[src/rtl/riscv_pkg.sv]
// Shared RV32I constants and small helpers used across the core front end.
package riscv_pkg;

  localparam int XLEN = 32;
  localparam int ILEN = 32;

  localparam logic [XLEN-1:0] RESET_PC_DEFAULT = 32'h0000_0000;
  localparam logic [ILEN-1:0] NOP_INSTR        = 32'h0000_0013;
  localparam logic [XLEN-1:0] PC_INC           = 32'd4;

  function automatic logic [XLEN-1:0] word_align(input logic [XLEN-1:0] addr);
    return {addr[XLEN-1:2], 2'b00};
  endfunction

endpackage

[src/rtl/fetch_fifo.sv]
// Synchronous FIFO with flush and occupancy count; storage is not reset,
// only the pointers and count are.
module fetch_fifo #(
  parameter int WIDTH = 32,
  parameter int DEPTH = 2
) (
  input  logic                         clk,
  input  logic                         rst_n,
  input  logic                         push,
  input  logic                         pop,
  input  logic                         flush,
  input  logic [WIDTH-1:0]             din,
  output logic [WIDTH-1:0]             dout,
  output logic                         empty,
  output logic                         full,
  output logic [$clog2(DEPTH+1)-1:0]   count
);

  localparam int AW = $clog2(DEPTH);
  localparam int CW = $clog2(DEPTH + 1);

  logic [WIDTH-1:0] mem_q [DEPTH];
  logic [AW-1:0]    wr_ptr_q, wr_ptr_d;
  logic [AW-1:0]    rd_ptr_q, rd_ptr_d;
  logic [CW-1:0]    count_q, count_d;
  logic             do_push, do_pop;

  assign empty = (count_q == '0);
  assign full  = (count_q == CW'(DEPTH));
  assign count = count_q;
  assign dout  = mem_q[rd_ptr_q];

  // A full FIFO still accepts a push when the head leaves in the same cycle.
  assign do_pop  = pop && !empty && !flush;
  assign do_push = push && (!full || do_pop) && !flush;

  always_comb begin
    wr_ptr_d = wr_ptr_q;
    rd_ptr_d = rd_ptr_q;
    count_d  = count_q;
    if (flush) begin
      wr_ptr_d = '0;
      rd_ptr_d = '0;
      count_d  = '0;
    end else begin
      if (do_push) wr_ptr_d = wr_ptr_q + AW'(1);
      if (do_pop)  rd_ptr_d = rd_ptr_q + AW'(1);
      count_d = count_q + CW'(do_push) - CW'(do_pop);
    end
  end

  always_ff @(posedge clk) begin
    if (!rst_n) begin
      wr_ptr_q <= '0;
      rd_ptr_q <= '0;
      count_q  <= '0;
    end else begin
      wr_ptr_q <= wr_ptr_d;
      rd_ptr_q <= rd_ptr_d;
      count_q  <= count_d;
    end
  end

  always_ff @(posedge clk) begin
    if (do_push) mem_q[wr_ptr_q] <= din;
  end

endmodule

[src/rtl/instr_fetch.sv]
// RV32I fetch stage: PC register, credit-limited in-order imem requests,
// {instr,pc} buffer to decode, and redirect handling with stale-word dropping.
module instr_fetch
  import riscv_pkg::*;
#(
  parameter logic [XLEN-1:0] RESET_PC   = RESET_PC_DEFAULT,
  parameter int              FIFO_DEPTH = 2
) (
  input  logic            clk,
  input  logic            rst_n,
  output logic            imem_req_valid,
  input  logic            imem_req_ready,
  output logic [XLEN-1:0] imem_req_addr,
  input  logic            imem_rsp_valid,
  input  logic [ILEN-1:0] imem_rsp_data,
  input  logic            redirect_valid,
  input  logic [XLEN-1:0] redirect_pc,
  output logic            out_valid,
  input  logic            out_ready,
  output logic [ILEN-1:0] out_instr,
  output logic [XLEN-1:0] out_pc
);

  localparam int CW = $clog2(FIFO_DEPTH + 1);
  localparam int BW = ILEN + XLEN;
  localparam logic [CW:0] DEPTH_LIM = (CW + 1)'(FIFO_DEPTH);

  logic [XLEN-1:0] pc_q, pc_d;
  logic [CW-1:0]   outstanding_q, outstanding_d;
  logic [CW-1:0]   drop_q, drop_d;
  logic            accept, keep_rsp, buf_pop, credit_ok;
  logic [CW-1:0]   buf_count, pcq_count;
  logic            buf_empty, buf_full, pcq_empty, pcq_full;
  logic [BW-1:0]   buf_head;
  logic [XLEN-1:0] rsp_pc;

  // Words in the buffer plus words in flight may never exceed the buffer size,
  // so every response has a guaranteed slot.
  assign credit_ok      = ({1'b0, buf_count} + {1'b0, outstanding_q}) < DEPTH_LIM;
  assign imem_req_valid = rst_n && !redirect_valid && credit_ok;
  assign imem_req_addr  = pc_q;
  assign accept         = imem_req_valid && imem_req_ready;
  assign keep_rsp       = imem_rsp_valid && (drop_q == '0) && !redirect_valid;
  assign buf_pop        = out_valid && out_ready && !redirect_valid;

  assign out_valid = rst_n && !buf_empty;
  assign out_instr = out_valid ? buf_head[BW-1 -: ILEN] : '0;
  assign out_pc    = out_valid ? buf_head[XLEN-1:0]     : '0;

  always_comb begin
    pc_d          = pc_q;
    drop_d        = drop_q;
    outstanding_d = outstanding_q + CW'(accept) - CW'(imem_rsp_valid);
    if (accept) pc_d = pc_q + PC_INC;
    // Everything still in flight after this cycle belongs to the old path.
    if (redirect_valid) begin
      pc_d   = word_align(redirect_pc);
      drop_d = outstanding_q - CW'(imem_rsp_valid);
    end else if (imem_rsp_valid && (drop_q != '0)) begin
      drop_d = drop_q - CW'(1);
    end
  end

  always_ff @(posedge clk) begin
    if (!rst_n) begin
      pc_q          <= RESET_PC;
      outstanding_q <= '0;
      drop_q        <= '0;
    end else begin
      pc_q          <= pc_d;
      outstanding_q <= outstanding_d;
      drop_q        <= drop_d;
    end
  end

  fetch_fifo #(.WIDTH(XLEN), .DEPTH(FIFO_DEPTH)) u_pc_queue (
    .clk   (clk),
    .rst_n (rst_n),
    .push  (accept),
    .pop   (imem_rsp_valid),
    .flush (1'b0),
    .din   (pc_q),
    .dout  (rsp_pc),
    .empty (pcq_empty),
    .full  (pcq_full),
    .count (pcq_count)
  );

  fetch_fifo #(.WIDTH(BW), .DEPTH(FIFO_DEPTH)) u_instr_buf (
    .clk   (clk),
    .rst_n (rst_n),
    .push  (keep_rsp),
    .pop   (buf_pop),
    .flush (redirect_valid),
    .din   ({imem_rsp_data, rsp_pc}),
    .dout  (buf_head),
    .empty (buf_empty),
    .full  (buf_full),
    .count (buf_count)
  );

  a_rsp_legal: assert property (@(posedge clk) disable iff (!rst_n)
    imem_rsp_valid |-> (outstanding_q != '0) && !pcq_empty);
  a_pcq_tracks: assert property (@(posedge clk) disable iff (!rst_n)
    pcq_count == outstanding_q);
  a_no_overflow: assert property (@(posedge clk) disable iff (!rst_n)
    !(keep_rsp && buf_full && !buf_pop) && !(accept && pcq_full));

endmodule
[config.mk]
export PLATFORM = sky130hd
export DESIGN_NAME = instr_fetch
export DESIGN_NICKNAME = d
export VERILOG_FILES = /design/src/rtl/riscv_pkg.sv /design/src/rtl/fetch_fifo.sv /design/src/rtl/instr_fetch.sv
export SDC_FILE = /design/constraint.sdc
export NUM_CORES = 1
export LEC_CHECK = 0
export BUFFER_PORTS_ARGS = -buffer_cell sky130_fd_sc_hd__buf_4
export CORE_MARGIN = 1
export CORE_UTILIZATION = 25
export DETAILED_ROUTE_END_ITERATION = 6
export GPL_TIMING_DRIVEN = 0
export HOLD_SLACK_MARGIN = 0.12
export PLACE_DENSITY_LB_ADDON = 0.25
export SYNTH_ARGS = -nofsm -noshare
export SYNTH_HDL_FRONTEND = slang
export SYNTH_SLANG_ARGS = --single-unit
[constraint.sdc]
create_clock -name clk -period 5.3 [get_ports clk]
set_clock_uncertainty 0.1 [all_clocks]
set_input_delay 0.795 -clock clk [delete_from_list [all_inputs] [get_ports clk]]
set_output_delay 0.795 -clock clk [all_outputs]
set_load 0.01 [all_outputs]
-- After elaboration in Yosys (flattened, before gate mapping)
Memories as Yosys holds them, arrays and structs flattened. A register that Yosys moved wholly into a read port is not among the register bits.
Index checks and enable logic that the tools add are counted.
- latch bits: 0
- bits in read-only memories: 0
- memories: 2
- memory bits (writable): 192
- bits in registers: 44
- output and inout bits: 98
- word-level logic and storage cells: 73
- order comparisons: 1
- $add $sub $neg: 14
- bitwise logic cells: 1
- multiply operators: 0
- multiplexer cells: 14
- divide/modulo/power cells: 0
- shifts and indexed selects: 0
- eq/ne operators: 2
- reduce and logical (&&, ||, !) cells: 29
- memories (memory ; words ; width ; read ports ; clocked after Yosys merged registers in ; write ports ; line ; RTL):
    u_instr_buf.mem_q ; 2 ; 64 ; 1 ; 1 ; 1 ; fetch_fifo.sv:22 ; logic [WIDTH-1:0] mem_q [DEPTH];
    u_pc_queue.mem_q ; 2 ; 32 ; 1 ; 1 ; 1 ; fetch_fifo.sv:22 ;
- operators with widths (cell ; number):
    32-bit two-way mux ; 4
    32-bit by 3-bit adder with 32-bit output (second input constant) ; 1
    1-bit logical AND ; 15
    1-bit two-way mux ; 8
    2-bit by 1-bit subtractor with 2-bit output ; 4
    2-bit by 1-bit adder with 2-bit output ; 3
    2-bit zero test ; 3
    2-bit nonzero test ; 3
    1-bit zero test ; 5
    1-bit adder (second input constant) ; 4
    2-bit == test (second input constant) ; 2
    2-bit two-way mux ; 2
    2-bit by 2-bit adder with 3-bit output ; 1
    3-bit by 2-bit < comparator with 1-bit output (second input constant) ; 1
    1-bit logical OR ; 2
    2-bit OR reduction ; 1
    2-bit by 1-bit subtractor with 2-bit output (second input constant) ; 1
    1-bit NOT ; 1

-- Longest topological paths before layout
- word-level depth: 12
- mapped depth: 12
- mapped depth without buffers: 11

-- By module
A second synthesis with hierarchy kept.
- cells, all modules: 697
- area total of the unflattened synthesis: 10040.9 µm²
- by module, submodules not included (module ; cells each ; times used ; area an instance (µm²) ; sequential area each (µm²)):
    fetch_fifo (u_instr_buf) ; 230 ; 1 ; 4902.2 ; 3943.8
    fetch_fifo (u_pc_queue) ; 131 ; 1 ; 2572.5 ; 2021.9
    instr_fetch ; 336 ; 1 ; 2566.2 ; 680.7

-- Worst setup path after synthesis
No wires, ideal clock.
- path type: input to register
- start point: input port rst_n
- end point: memory u_instr_buf.mem_q[0][10] (netlist name) (enable)
- arrival: 4.267 ns
- library setup time: 0.490 ns
- slack: 0.444 ns
- cell stages on the path: 4
- path buffers: 1
- data required time: 4.710 ns
- cells stage by stage: buf_2 -> nand2_1 -> a311oi_1 -> nor2b_1
- longest elaborated chain between the ends: 10
- RTL lines (what ; line ; RTL):
    start, declared ; instr_fetch.sv:10 ; input logic rst_n,
    1-bit logical AND ; instr_fetch.sv:46 ; assign out_valid = rst_n && !buf_empty;
    1-bit logical AND (2 in a row) ; instr_fetch.sv:44 ; assign buf_pop = out_valid && out_ready && !redirect_valid;
    1-bit logical AND (2 in a row) ; fetch_fifo.sv:34 ; assign do_pop = pop && !empty && !flush;
    1-bit logical OR ; fetch_fifo.sv:35 ; assign do_push = push && (!full || do_pop) && !flush;
    1-bit logical AND (2 in a row) ; fetch_fifo.sv:35 ;
    1-bit two-way mux ; fetch_fifo.sv:65 ; if (do_push) mem_q[wr_ptr_q] <= din;
    1-bit two-way mux (implied by the code) ; fetch_fifo.sv:65 ;
    end, declared ; fetch_fifo.sv:22 ;
Every way passes these cells.

==> run_results.csv <==
group,metric,value,unit
outcome,status,"completed",
synthesis,synth_top_cell_by_area,"edfxtp_1",
worst_setup_path,worstPathMaxFanout,10,
final_layout,num-fill-cells,3698,
final_layout,layout_common_cells,"edfxtp_1 (184), buf_4 (166), nor2_1 (88), mux2i_1 (63), dfxtp_1 (44)",
final_layout,antenna_cells,0,
floorplan,die_h,196,µm
synthesis,netlist.area_leader.share,58.6,%
timing,min_period,3.50,ns
placed_design,gp_congestion,0.786,
detailed_routing,via_per_inst,4.49,
detailed_routing,drtAntennaViolNets,0,
clock_tree,cts_buffers,26,
global_routing,grt_max_degree,41,
timing,finalHoldViolations,0,
synthesis,synth_area_leaders,"edfxtp_1 (59%), dfxtp_1 (9.3%), mux2i_1 (6.7%)",
floorplan,die_x,196,µm
worst_setup_path,critPathKind,"reg -> out",
floorplan,start_util,25.6,%
clock_tree,cts-root-buf,"clkbuf_16",
clock_tree,ctsHoldBuffers,0,
floorplan,io_pins,168,
timing,timing.fmax,0.286,GHz
pwr,leakage,4.27,nW
detailed_routing,drt_wl_total,25900,µm
floorplan,dieArea,0.0385,mm²
synthesis,async_flop_share,0,%
placed_design,dp_hpwl,18100,µm
floorplan,rows,70,
clock_tree,cts_resized,0,
global_routing,gr-usage-all-layers,13.1,%
timing,rsz0062_at_grt,"false",
final_layout,nets,956,
synthesis,synth_cell_types,52,
detailed_routing,dr.pass1.iters,5,
worst_setup_path,endpoint_kind,"primary output",
global_routing,grt_pass1_vias,6062,
global_routing,grt_pass1_wl,37600,µm
detailed_routing,route.vias.total,6268,
worst_setup_path,arrival,2.60,ns
timing,fin_crit_sh,66.0,%
global_routing,overflow,0,
timing,setup_viol,0,
synthesis,synthFlopType,"edfxtp_1",
timing,drv_slew,0,
worst_setup_path,start_kind,"register",
synthesis,ys_ff_latch,228,
pwr,total_power,0.00425,W
final_layout,drive_gt1_share,27.5,%
synthesis,yosysSeqAreaShare,67.9,%
clock_tree,cts.path.max_buffers,3,
synthesis,synth-warning-count,0,
timing,worst_pin_slew,1.17,ns
final_layout,area_growth,29.4,%
worst_setup_path,critPathRequiredTime,4.41,ns
synthesis,synth_cells,678,
global_routing,antenna_found_initial,0,
synthesis,syn_area_per_cell,13.9,µm²
placed_design,portBuffers,160,
min_path,min-delay-start,"imem_rsp_data[0]",
synthesis,synth_edf_count,184,
flow_run,drv_cap,0,
timing,slew_headroom,21.7,%
synthesis,synth_area,0.00943,mm²
timing,setup_tns,0,ns
clock_tree,post-cts-setup-buffer-count,0,
floorplan,core,0.0369,mm²
clock_tree,cts.clk_slew.worst_paths,0.06,ns
clock_tree,htree_levels,1,
final_layout,final_common_cell,"edfxtp_1",
worst_setup_path,timing.rr.start,"u_instr_buf.count[0]",
clock_tree,cts_tree,"built",
clock_tree,clock_latency,0.53,ns
min_path,worstHoldPathType,"in -> reg",
detailed_routing,post_drt_wl_per_cell,18.5,µm
clock_tree,cts.sinks,228,
pwr,peakVddDrop,207,µV
detailed_routing,first_iter_violations,337,
detailed_routing,drc_errors,0,
pwr,p_per_area,348,mW/mm²
Yosys cell counts, types with 3 or more instances:
cell type,count
or3_1,4
nand2_1,18
nor3b_1,4
a31oi_1,5
dfxtp_1,44
xor2_1,8
buf_1,8
a21oi_1,7
nand3_1,13
a311oi_1,7
mux2_2,31
nor2b_1,4
mux2i_1,63
inv_1,12
nor3_1,11
or4_1,9
ha_1,9
and3_1,14
buf_4,4
and4_1,7
a211oi_1,9
nor4_1,5
and2_1,6
o31ai_1,3
nor2_1,88
xnor2_1,10
o21ai_0,18
edfxtp_1,184
nand4_1,18
clkbuf_1,23
nand2b_1,3
o311ai_0,4
report_power, final:
part	total, W	internal, W	switching, W
logic	0.000444	0.000204	0.000240
registers	0.00212	0.00205	0.0000669
clock network	0.00169	0.00101	0.000681
logic make-up after synthesis:
group	after synthesis	share of synthesized area, %
XOR/XNOR	18	1.67
other	1	0.0398
flip-flops	228	67.9
adder cells (fa/ha/maj)	10	1.41
AO/OA/AOI/OAI	66	4.76
multiplexers	94	10.4
AND/OR/NAND/NOR	211	11.5
buffers and inverters	50	2.27
worst max-delay path, cell delays in order, from the launching register on:
cell and delay, ns:
dfxtp_1 0.30, clkbuf_1 0.44, buf_1 0.74, mux2i_1 0.16, nor2_1 0.25, buf_4 0.17
worst paths after layout:
path,end,slack [ns],depth (start not counted)
worst min register to register,u_pc_queue.rd_ptr_q,0.41,2
worst max-delay path,out_pc[18],1.80,5
worst min-delay path,u_instr_buf.mem_q[1][32],0.36,1
worst max register to register,u_pc_queue.mem_q[0][21],1.83,10
sequential cells by signal, indices dropped and copies added (netlist names), named ones only:
register / count
drop_q: 2
imem_req_addr: 30
outstanding_q: 2
u_instr_buf.count: 2
u_instr_buf.mem_q: 124
u_instr_buf.rd_ptr_q: 1
u_instr_buf.wr_ptr_q: 1
u_pc_queue.count: 2
u_pc_queue.mem_q: 60
u_pc_queue.rd_ptr_q: 1
u_pc_queue.wr_ptr_q: 1
per-layer routing:
layer | wire length (µm) | up-vias | GRT usage [%] | part of all wire [%]
met3 | 1600 | 48 | 2.27 | 6.2
met5 | 0 | - | 0 | 0
li1 | - | 2959 | - | -
met2 | 12200 | 219 | 21.5 | 47
met1 | 11400 | 3042 | 17.6 | 44
met4 | 575 | 0 | 3.91 | 2.2
layout make-up:
type | count | area (µm²) | share of cell area, %
Buffer | 37 | 163 | 1.33
Clock buffer | 31 | 691 | 5.66
Clock inverter | 13 | 105 | 0.861
Inverter | 13 | 51.3 | 0.420
Multi-Input combinational cell | 403 | 2850 | 23.4
Sequential cell | 228 | 6410 | 52.5
Tap cell | 504 | 631 | 5.17
Timing Repair Buffer | 167 | 1310 | 10.7
metrics by stage:
| step | hold slack, ns | cell area (µm²) | setup slack, ns | util [%] | instances |
|---|---|---|---|---|---|
| after floorplan | 0.381 | 9440 | 0.444 | - | 681 |
| after global placement | 0.399 | 11300 | -2.31 | 30.6 | 1345 |
| after detailed placement | 0.405 | 11400 | 1.84 | 30.9 | 1352 |
| after CTS | 0.320 | 12200 | 1.71 | 33.1 | 1396 |
| after global routing | 0.335 | 12200 | 1.58 | 33.1 | 1396 |
| final | 0.355 | 12200 | 1.80 | 33.1 | 1396 |
No activity file was read; power rests on OpenSTA's default activity.
